===== config.mk =====
export PLATFORM = sky130hd
export DESIGN_NAME = life_matrix_scan_flat
export DESIGN_NICKNAME = d
export VERILOG_FILES = /design/src/rtl/life_matrix_scan_if.sv /design/src/rtl/life_matrix_scan.sv /design/src/flat_wrapper.sv
export SDC_FILE = /design/constraint.sdc
export NUM_CORES = 1
export LEC_CHECK = 0
export ABC_AREA = 0
export BUFFER_PORTS_ARGS = -buffer_cell sky130_fd_sc_hd__clkbuf_2
export CAP_MARGIN = 20
export CELL_PAD_IN_SITES_DETAIL_PLACEMENT = 1
export CELL_PAD_IN_SITES_GLOBAL_PLACEMENT = 2
export CORE_ASPECT_RATIO = 1.5
export CORE_MARGIN = 10
export CORE_UTILIZATION = 35
export DETAILED_ROUTE_END_ITERATION = 6
export PLACE_DENSITY = 0.88
export SYNTH_ARGS = -nofsm -noshare
export SYNTH_HDL_FRONTEND = slang
export SYNTH_SLANG_ARGS = --single-unit

===== constraint.sdc =====
create_clock -name clk -period 13.55 [get_ports clk]
set_input_delay 4.065 -clock clk [delete_from_list [all_inputs] [get_ports clk]]
set_output_delay 4.065 -clock clk [all_outputs]
set_load 0.01 [all_outputs]

===== src/rtl/life_matrix_scan_if.sv =====
// Frame handshake and LED-matrix drive bundle between the generation
// producer (master) and the matrix scanner (slave).
interface life_matrix_scan_if;
   logic         frame_valid;
   logic [255:0] frame_in;
   logic         frame_ready;
   logic [15:0]  row_sel;
   logic [15:0]  col_data;
   logic         frame_done;
   logic [8:0]   population;

   modport master (
      output frame_valid,
      output frame_in,
      input  frame_ready,
      input  row_sel,
      input  col_data,
      input  frame_done,
      input  population
   );

   modport slave (
      input  frame_valid,
      input  frame_in,
      output frame_ready,
      output row_sel,
      output col_data,
      output frame_done,
      output population
   );
endinterface


===== src/rtl/life_matrix_scan.sv =====
// Latches one 16x16 Game-of-Life generation into a shadow register, counts
// its live cells, then scans it row by row onto a multiplexed LED matrix with
// blanking between rows. New frames are only taken at a frame boundary.
module life_matrix_scan #(
   parameter int ROW_DWELL    = 1024,
   parameter int BLANK_CYCLES = 16
) (
   input  logic               clk,
   input  logic               reset,
   life_matrix_scan_if.slave  bus
);

   localparam int DW = (ROW_DWELL > 1) ? $clog2(ROW_DWELL) : 1;
   localparam int BW = (BLANK_CYCLES > 1) ? $clog2(BLANK_CYCLES) : 1;
   localparam logic [DW-1:0] DWELL_LAST = DW'(ROW_DWELL - 1);
   localparam logic [BW-1:0] BLANK_LAST = BW'(BLANK_CYCLES - 1);

   typedef enum logic [1:0] {IDLE, LOAD, BLANK, SHOW} state_t;

   state_t         state_q, state_d;
   logic [255:0]   shadow_q, shadow_d;
   logic [3:0]     row_q, row_d;
   logic [BW-1:0]  blank_cnt_q, blank_cnt_d;
   logic [DW-1:0]  dwell_cnt_q, dwell_cnt_d;
   logic [8:0]     acc_q, acc_d;
   logic [8:0]     pop_q, pop_d;
   logic [15:0]    row_sel_q, row_sel_d;
   logic [15:0]    col_data_q, col_data_d;
   logic           frame_done_q, frame_done_d;
   logic           frame_ready;
   logic [4:0]     row_pop;
   logic [15:0]    shadow_rows [16];

   // Row r of the grid lives in bits [16r+15:16r] of the shadow word.
   for (genvar gi = 0; gi < 16; gi++) begin : g_rows
      assign shadow_rows[gi] = shadow_q[16*gi +: 16];
   end

   // Ready depends only on registered state; it is held low while in reset.
   assign frame_ready = reset &&
                        ((state_q == IDLE) ||
                         (state_q == SHOW && row_q == 4'd15 && dwell_cnt_q == DWELL_LAST));

   // Live-cell count of the shadow row addressed by row_q (used during LOAD).
   always_comb begin
      row_pop = '0;
      for (int i = 0; i < 16; i++) begin
         row_pop = row_pop + {4'b0, shadow_rows[row_q][i]};
      end
   end

   // Next-state logic: load/count, blank, show, and frame-boundary reload.
   always_comb begin
      state_d      = state_q;
      shadow_d     = shadow_q;
      row_d        = row_q;
      blank_cnt_d  = blank_cnt_q;
      dwell_cnt_d  = dwell_cnt_q;
      acc_d        = acc_q;
      pop_d        = pop_q;
      frame_done_d = 1'b0;

      case (state_q)
         IDLE: begin
            if (bus.frame_valid && frame_ready) begin
               shadow_d = bus.frame_in;
               acc_d    = '0;
               row_d    = '0;
               state_d  = LOAD;
            end
         end
         LOAD: begin
            // row_q doubles as the load index k; it wraps back to row 0.
            acc_d = acc_q + {4'b0, row_pop};
            if (row_q == 4'd15) begin
               pop_d       = acc_q + {4'b0, row_pop};
               row_d       = '0;
               blank_cnt_d = '0;
               state_d     = BLANK;
            end else begin
               row_d = row_q + 4'd1;
            end
         end
         BLANK: begin
            if (blank_cnt_q == BLANK_LAST) begin
               blank_cnt_d = '0;
               dwell_cnt_d = '0;
               state_d     = SHOW;
            end else begin
               blank_cnt_d = blank_cnt_q + BW'(1);
            end
         end
         SHOW: begin
            if (dwell_cnt_q == DWELL_LAST) begin
               dwell_cnt_d = '0;
               blank_cnt_d = '0;
               if (row_q != 4'd15) begin
                  row_d   = row_q + 4'd1;
                  state_d = BLANK;
               end else begin
                  row_d        = '0;
                  frame_done_d = 1'b1;
                  if (bus.frame_valid && frame_ready) begin
                     shadow_d = bus.frame_in;
                     acc_d    = '0;
                     state_d  = LOAD;
                  end else begin
                     state_d = BLANK;
                  end
               end
            end else begin
               dwell_cnt_d = dwell_cnt_q + DW'(1);
            end
         end
         default: state_d = IDLE;
      endcase

      // Drive outputs from the next state so they switch together with it.
      // SHOW is never entered straight from a load, so shadow_q is current.
      row_sel_d  = (state_d == SHOW) ? (16'd1 << row_d) : 16'd0;
      col_data_d = (state_d == SHOW) ? shadow_rows[row_d] : 16'd0;
   end

   // State and output registers; reset blanks the matrix immediately.
   always_ff @(posedge clk or negedge reset) begin
      if (!reset) begin
         state_q      <= IDLE;
         shadow_q     <= '0;
         row_q        <= '0;
         blank_cnt_q  <= '0;
         dwell_cnt_q  <= '0;
         acc_q        <= '0;
         pop_q        <= '0;
         row_sel_q    <= '0;
         col_data_q   <= '0;
         frame_done_q <= 1'b0;
      end else begin
         state_q      <= state_d;
         shadow_q     <= shadow_d;
         row_q        <= row_d;
         blank_cnt_q  <= blank_cnt_d;
         dwell_cnt_q  <= dwell_cnt_d;
         acc_q        <= acc_d;
         pop_q        <= pop_d;
         row_sel_q    <= row_sel_d;
         col_data_q   <= col_data_d;
         frame_done_q <= frame_done_d;
      end
   end

   assign bus.frame_ready = frame_ready;
   assign bus.row_sel     = row_sel_q;
   assign bus.col_data    = col_data_q;
   assign bus.frame_done  = frame_done_q;
   assign bus.population  = pop_q;

endmodule


===== src/flat_wrapper.sv =====
// flat-port wrapper written by rule: the top's interface ports become plain ports
module life_matrix_scan_flat 
#(
   parameter int ROW_DWELL    = 1024,
   parameter int BLANK_CYCLES = 16
)
  (clk, reset, bus_frame_valid, bus_frame_in, bus_frame_ready, bus_row_sel, bus_col_data, bus_frame_done, bus_population);
  life_matrix_scan_if bus_i ();
  input  logic clk;
  input  logic reset;
  input wire logic [$bits(bus_i.frame_valid)-1:0] bus_frame_valid;
  input wire logic [$bits(bus_i.frame_in)-1:0] bus_frame_in;
  output wire logic [$bits(bus_i.frame_ready)-1:0] bus_frame_ready;
  output wire logic [$bits(bus_i.row_sel)-1:0] bus_row_sel;
  output wire logic [$bits(bus_i.col_data)-1:0] bus_col_data;
  output wire logic [$bits(bus_i.frame_done)-1:0] bus_frame_done;
  output wire logic [$bits(bus_i.population)-1:0] bus_population;
  assign bus_i.frame_valid = bus_frame_valid;
  assign bus_i.frame_in = bus_frame_in;
  assign bus_frame_ready = bus_i.frame_ready;
  assign bus_row_sel = bus_i.row_sel;
  assign bus_col_data = bus_i.col_data;
  assign bus_frame_done = bus_i.frame_done;
  assign bus_population = bus_i.population;
  life_matrix_scan #(.ROW_DWELL(ROW_DWELL), .BLANK_CYCLES(BLANK_CYCLES)) u_core (.clk(clk), .reset(reset), .bus(bus_i));
endmodule

==> summary.txt, run 1 <==
Placed design
  • Port bufs: 301
  • Placer's final routability congestion estimate: 0.8790
  • Pre-CTS setup slack: 4.621 ns
  • Detailed Place HPWL: 47560 um
  • Post-Place Cell Area: 18920 sq um

Synth
  • Synth area leaders: dfrtp_1, mux2_2, mux2i_1
  • Share of the synthesized area in the top cell type: 0.4835
  • Seq cells post-synth: 327
  • Syn Area/Cell: 12.02 sq um
  • EDFF count, synth: 0
  • Synth area leader: dfrtp_1
  • Ys async rst share: 1.000
  • Post-Syn Area: 16920 sq um
  • Sequential cell area fraction in the yosys report: 0.4835
  • Top FF cell, synth: dfrtp_1
  • Mapped Nets: 1691
  • Synth warn: 0
  • Mapped Cells: 1408
  • Synth cell types: 60

Final layout
  • Fill count: 5173
  • FF+latch area: 8187 sq um
  • Share of cells above drive strength 1: 0.4144
  • Leading cell type in the layout, fill and taps excluded: dfrtp_1
  • Final nets: 1950
  • Commonest non-fill, non-tap cells in the layout: dfrtp_1, clkbuf_2, mux2_2
  • Multi-input gate area: 8200 sq um
  • Layout area overhead: 19.04%
  • Final instance area: 20140 sq um

Global routing
  • First-pass GRT wire length: 95270 um
  • Largest net degree at the start of global routing: 169
  • Overflow after GRT: 0
  • Vias in the first global route: 14650
  • Antenna violations before repair: 8
  • GRT Total Usage: 0.2216

Setup path
  • Critical path peak fanout: 61
  • Worst stage delay on the critical path: 0.37 ns
  • CP max stage cell: buf_8
  • CP Data Arrival Time: 4.83 ns
  • Crit path cell chain: buf_8 > nor2b_1 > clkbuf_2
  • Setup CP Type: in -> out
  • Worst R2R Start: u_core.row_q[1]
  • Top delay family on crit path: buffers and inverters
  • R2R cell count: 22
  • Worst EP required: 9.48 ns
  • Reg2reg end: u_core.acc_q[8]
  • Worst Setup Start Kind: primary input
  • Worst setup EP type: primary output
  • Reg2Reg Setup Slack: 5.95 ns
  • Crit path depth: 3
  • Critical path buffers and inverters: 2

Timing
  • FMAX: 0.1124 GHz
  • Setup TNS Final: 0 ns
  • Tmin final: 8.896 ns
  • Setup-failing EPs final: 0
  • Relative slew slack: 0.2613
  • RSZ-0062 raised after global routing: false
  • Fin crit share: 0.6565
  • Final hold violation count: 0
  • Worst-margin pin slew: 1.108 ns
  • Slew Limit Fails: 0
  • Final Skew: 0.02293 ns
  • Final worst slack: 4.654 ns

Die
  • Initial Util: 0.3539
  • Die ar.: 57730 sq um
  • Rows: 98
  • Die Height: 289.3 um
  • Core Area: 47820 sq um
  • Chip width: 199.5 um
  • IO Pins: 302

Detailed routing
  • Met3 WL post-DR: 3451 um
  • Iter 0 DRT Violations: 811
  • Routed len/inst: 28.46 um
  • DR DRC count: 0
  • First-pass detailed-route iteration total: 5
  • Top Metal Used: met4
  • Final antenna-violating net count: 0
  • Wire length on met1: 24940 um
  • Metal2 WL: 32450 um
  • Via density: 5.783
  • Wirelength, routed: 65480 um
  • Vias after detailed routing: 13310

Clocking
  • Hold buffer count at CTS: 0
  • Root buffer cell: clkbuf_16
  • Worst skew pair latency: 0.55 ns
  • Longest Clk Path Bufs: 3
  • CTS buffer count: 35
  • Clock slew at reported path FFs: 0.06 ns
  • Post-CTS Resized: 0
  • Post CTS Setup Buffer Count: 0
  • H-tree depth: 2
  • Clk sinks: 327
  • TritonCTS clock tree: yes

Worst hold path
  • HP Start: u_core.bus.population[2]
  • Worst hold path class: reg -> reg
  • Hold path depth: 2
  • WHS Endpoint: u_core.bus.population[2]

Run
  • Max Cap Violations: 0

Status
  • Outcome: finished, final reports clean
## layer usage
| layer | GRT usage | vias up |
|---|---|---|
| li1 | - | 5789 |
| met1 | 0.2533 | 6909 |
| met2 | 0.3718 | 456 |
| met3 | 0.03810 | 153 |
| met4 | 0.1518 | 0 |
| met5 | 0 | - |
## state kept, by name, summed over array words and instances, names as in the netlist
name	count
u_core.shadow_q	256
u_core.bus.col_data	16
u_core.bus.row_sel	16
u_core.dwell_cnt_q	10
u_core.acc_q	9
u_core.bus.population	9
u_core.blank_cnt_q	4
u_core.row_q	4
u_core.state_q	2
u_core.bus.frame_done	1
## how the worst max path moves through the flow
stage               startpoint              end  slack (ns)
global route             reset  bus_frame_ready        4.51
CTS                      reset  bus_frame_ready        4.62
detailed placement       reset  bus_frame_ready        4.62
finish                   reset  bus_frame_ready        4.65
floorplan                reset  bus_frame_ready        5.22
global placement         reset  bus_frame_ready        4.63
## cells in the mapped netlist, types with 13 or more instances
master    number
nand2_1      127
o21ai_0       58
mux2_2       277
nor2_1        39
inv_1         18
dfrtp_1      327
a21oi_1       52
buf_2         50
mux4_2        32
nor3_1        28
mux2i_1       79
a31oi_1       21
a211oi_1      20
o22ai_1       31
o221ai_1      54
clkbuf_1      39
ha_1          13
nand3_1       19
## metrics by stage
step | util | std cells | hold WS, ns
CTS | 0.4203 | 2293 | 0.4909
floorplan | - | 1408 | 0.4642
finish | 0.4212 | 2301 | 0.4859
global route | 0.4212 | 2301 | 0.5170
global placement | 0.3956 | 2229 | 0.4698
detailed placement | 0.3956 | 2229 | 0.4773
## worst reg2reg max path, stage by stage, from the launching register on
cell and delay (ns):
dfrtp_1 0.33, buf_4 0.53, nand2_1 0.39, buf_4 0.32, o221ai_1 0.71, nand2_1 0.16, nand2_1 0.12, o221ai_1 0.20
fa_1 0.63, fa_1 0.43, fa_1 0.51, fa_1 0.44, fa_1 0.41, fa_1 0.49, inv_1 0.08, fa_1 0.48
a21o_1 0.18, a21oi_1 0.25, nor2b_1 0.08, o21a_1 0.22, and3_1 0.23, o21ai_0 0.17, a22o_1 0.16
## final cells by class
cell class / count / share of cell area
diodes: 7 / 0.0008696
clock buffers: 51 / 0.05050
clock inverters: 13 / 0.008137
inverters: 21 / 0.003913
multi-input cells: 957 / 0.4071
flip-flops and latches: 327 / 0.4064
well taps: 600 / 0.03727
repair buffers: 325 / 0.08584
## logic make-up after synthesis
| group | count (synthesis) | synth area share |
|---|---|---|
| AO/OA/AOI/OAI | 288 | 0.1162 |
| XOR/XNOR | 9 | 0.004658 |
| adder cells (fa/ha/maj) | 24 | 0.02262 |
| buffers and inverters | 124 | 0.03379 |
| flip-flops | 327 | 0.4835 |
| multiplexers | 390 | 0.2753 |
| AND/OR/NAND/NOR | 246 | 0.06388 |
Power of run 1 is not shown: default switching activity piles up to over one toggle a cycle in this logic, so the estimate is an artifact.
==> run 2, diff against run 1 <==
--- a/config.mk
+++ b/config.mk
@@ -12,9 +12,9 @@
 export CELL_PAD_IN_SITES_GLOBAL_PLACEMENT = 2
 export CORE_ASPECT_RATIO = 1.5
 export CORE_MARGIN = 10
-export CORE_UTILIZATION = 35
+export CORE_UTILIZATION = 34
 export DETAILED_ROUTE_END_ITERATION = 6
-export PLACE_DENSITY = 0.88
+export PLACE_DENSITY = 0.89
 export SYNTH_ARGS = -nofsm -noshare
 export SYNTH_HDL_FRONTEND = slang
 export SYNTH_SLANG_ARGS = --single-unit
==> constraint.sdc (replaced) <==
create_clock -name clk -period 7.7 [get_ports clk]
set_input_delay 2.31 -clock clk [delete_from_list [all_inputs] [get_ports clk]]
set_output_delay 2.31 -clock clk [all_outputs]
set_load 0.01 [all_outputs]
==> run 2 against run 1 <==
- worst hold slack barely moved
- global-route usage fell by 1.8 points
- utilization shrank 1.1 points
- non-clock buffer count grew 5
- critical path depth rose by 19
- clock-buffer cell count down 5
- sequential share of layout area down 0.25 points
- flip-flop and latch count unchanged
- first-iteration DRC count increased by 13%
- routed wire length is 4.8% lower
==> summary.txt, run 2 (synthesis gave the netlist of run 1 again) <==
Status
  • Outcome: finished, final reports clean

Die
  • IO Pins: 302
  • Initial Util: 0.3424
  • Die Height: 293.2 um
  • Die ar.: 59280 sq um
  • Core Area: 49420 sq um
  • Rows: 100
  • Chip width: 202.2 um

Timing
  • Setup TNS Final: 0 ns
  • Fin crit share: 0.9149
  • FMAX: 0.1419 GHz
  • Final hold violation count: 0
  • RSZ-0062 raised after global routing: false
  • Slew Limit Fails: 0
  • Final Skew: 0.03039 ns
  • Tmin final: 7.045 ns
  • Relative slew slack: 0.04492
  • Setup-failing EPs final: 0
  • Worst-margin pin slew: 1.433 ns

Setup path
  • Crit path cell chain: nand2_1 > o21ai_0 > a21oi_1 > o21ai_0 > nand2_1 > ha_1 > inv_1 > fa_1 > fa_1 > fa_1 > fa_1 > fa_1 > fa_1 > inv_1 > fa_1 > a21o_1 > a21oi_1 > nor2b_1 > o21a_1 > and3_1 > o21ai_0 > a22o_1
  • Critical path peak fanout: 26
  • Worst setup EP type: register
  • Worst stage delay on the critical path: 0.71 ns
  • Worst Setup Start Kind: register
  • Top delay family on crit path: adder cells
  • Worst EP required: 8.16 ns
  • Setup CP Type: reg -> reg
  • Critical path buffers and inverters: 2
  • CP Data Arrival Time: 7.50 ns
  • CP max stage cell: dfrtp_2
  • Most used cell, CP: fa_1

Detailed routing
  • Via density: 5.583
  • Iter 0 DRT Violations: 915
  • Routed len/inst: 26.33 um
  • Final antenna-violating net count: 0
  • First-pass detailed-route iteration total: 6
  • DR DRC count: 0
  • Vias after detailed routing: 13220
  • Wirelength, routed: 62330 um

Clocking
  • Post CTS Setup Buffer Count: 0
  • Clock slew at reported path FFs: 0.06 ns
  • CTS buffer count: 36
  • Longest Clk Path Bufs: 3
  • TritonCTS clock tree: yes
  • Hold buffer count at CTS: 0
  • Worst skew pair latency: 0.55 ns
  • H-tree depth: 2
  • Post-CTS Resized: 0
  • Clk sinks: 327
  • Root buffer cell: clkbuf_16

Worst hold path
  • Worst hold path class: reg -> reg

Final layout
  • Top reg by flops: u_core.shadow_q
  • Leading cell type in the layout, fill and taps excluded: dfrtp_1
  • Largest register FFs: 256
  • Final nets: 1956
  • Share of cells above drive strength 1: 0.4170
  • Layout area overhead: 19.79%
  • Commonest non-fill, non-tap cells in the layout: dfrtp_1, clkbuf_2, mux2_2

Global routing
  • Vias in the first global route: 14460
  • Antenna violations before repair: 10
  • Largest net degree at the start of global routing: 195
  • Overflow after GRT: 0
  • First-pass GRT wire length: 92440 um
  • GRT Total Usage: 0.2032

Placed design
  • Detailed Place HPWL: 46550 um
  • Placer's final routability congestion estimate: 0.8762
  • Port bufs: 301

Run
  • Max Cap Violations: 0
[run 2: worst paths after layout]
check                                    startpoint                       end  slack [ns]  depth (start not counted)
max in group asynchronous                     reset           u_core.row_q[1]        3.90                          4
setup / recovery                    u_core.row_q[1]           u_core.acc_q[8]        0.66                         22
min in group asynchronous                     reset      u_core.shadow_q[195]        1.79                          1
hold / removal             u_core.bus.population[2]  u_core.bus.population[2]        0.49                          2
setup reg to reg                    u_core.row_q[1]           u_core.acc_q[8]        0.66                         22
hold reg to reg            u_core.bus.population[2]  u_core.bus.population[2]        0.49                          2
[run 2: worst register-to-register path, delay by kind of cell (launching register included)]
kind | cells | cell delay, ns
adder cells (fa/ha/maj) | 8 | 3.55
flip-flops | 1 | 0.71
buffers and inverters | 2 | 0.16
AND/OR/NAND/NOR | 4 | 0.95
AO/OA/AOI/OAI | 8 | 1.58
[run 2: stage by stage]
stage	hold WS (ns)	cell area, sq um	setup WS, ns	cells	utilization
final	0.4858	20270	0.6551	2367	0.4102
after global routing	0.5249	20270	0.2578	2367	0.4102
after CTS	0.4905	20200	0.6381	2359	0.4087
after detailed placement	0.4776	19050	0.7105	2296	0.3855
after global placement	0.4712	19050	0.9998	2296	0.3855
after floorplan	0.4642	16920	0.9794	1408	-
[run 2: area by class of cell]
| cell class | count | area (sq um) |
|---|---|---|
| Multi-Input combinational cell | 957 | 8200 |
| Tap cell | 663 | 829.5 |
| Timing Repair Buffer | 330 | 1812 |
| Antenna cell | 6 | 15.01 |
| Sequential cell | 327 | 8188 |
| Clock inverter | 17 | 187.7 |
| Clock buffer | 46 | 958.4 |
| Inverter | 21 | 80.08 |
| Fill cell | 5366 | 29150 |
[run 2: metal layers]
| layer | wire length [um] | global-route usage | up-vias |
|---|---|---|---|
| met5 | 27 | 0 | - |
| li1 | - | - | 5805 |
| met2 | 30960 | 0.3420 | 434 |
| met3 | 3305 | 0.03770 | 115 |
| met1 | 25110 | 0.2427 | 6857 |
| met4 | 2926 | 0.1071 | 4 |
Power of run 2 is left out for the same reason.
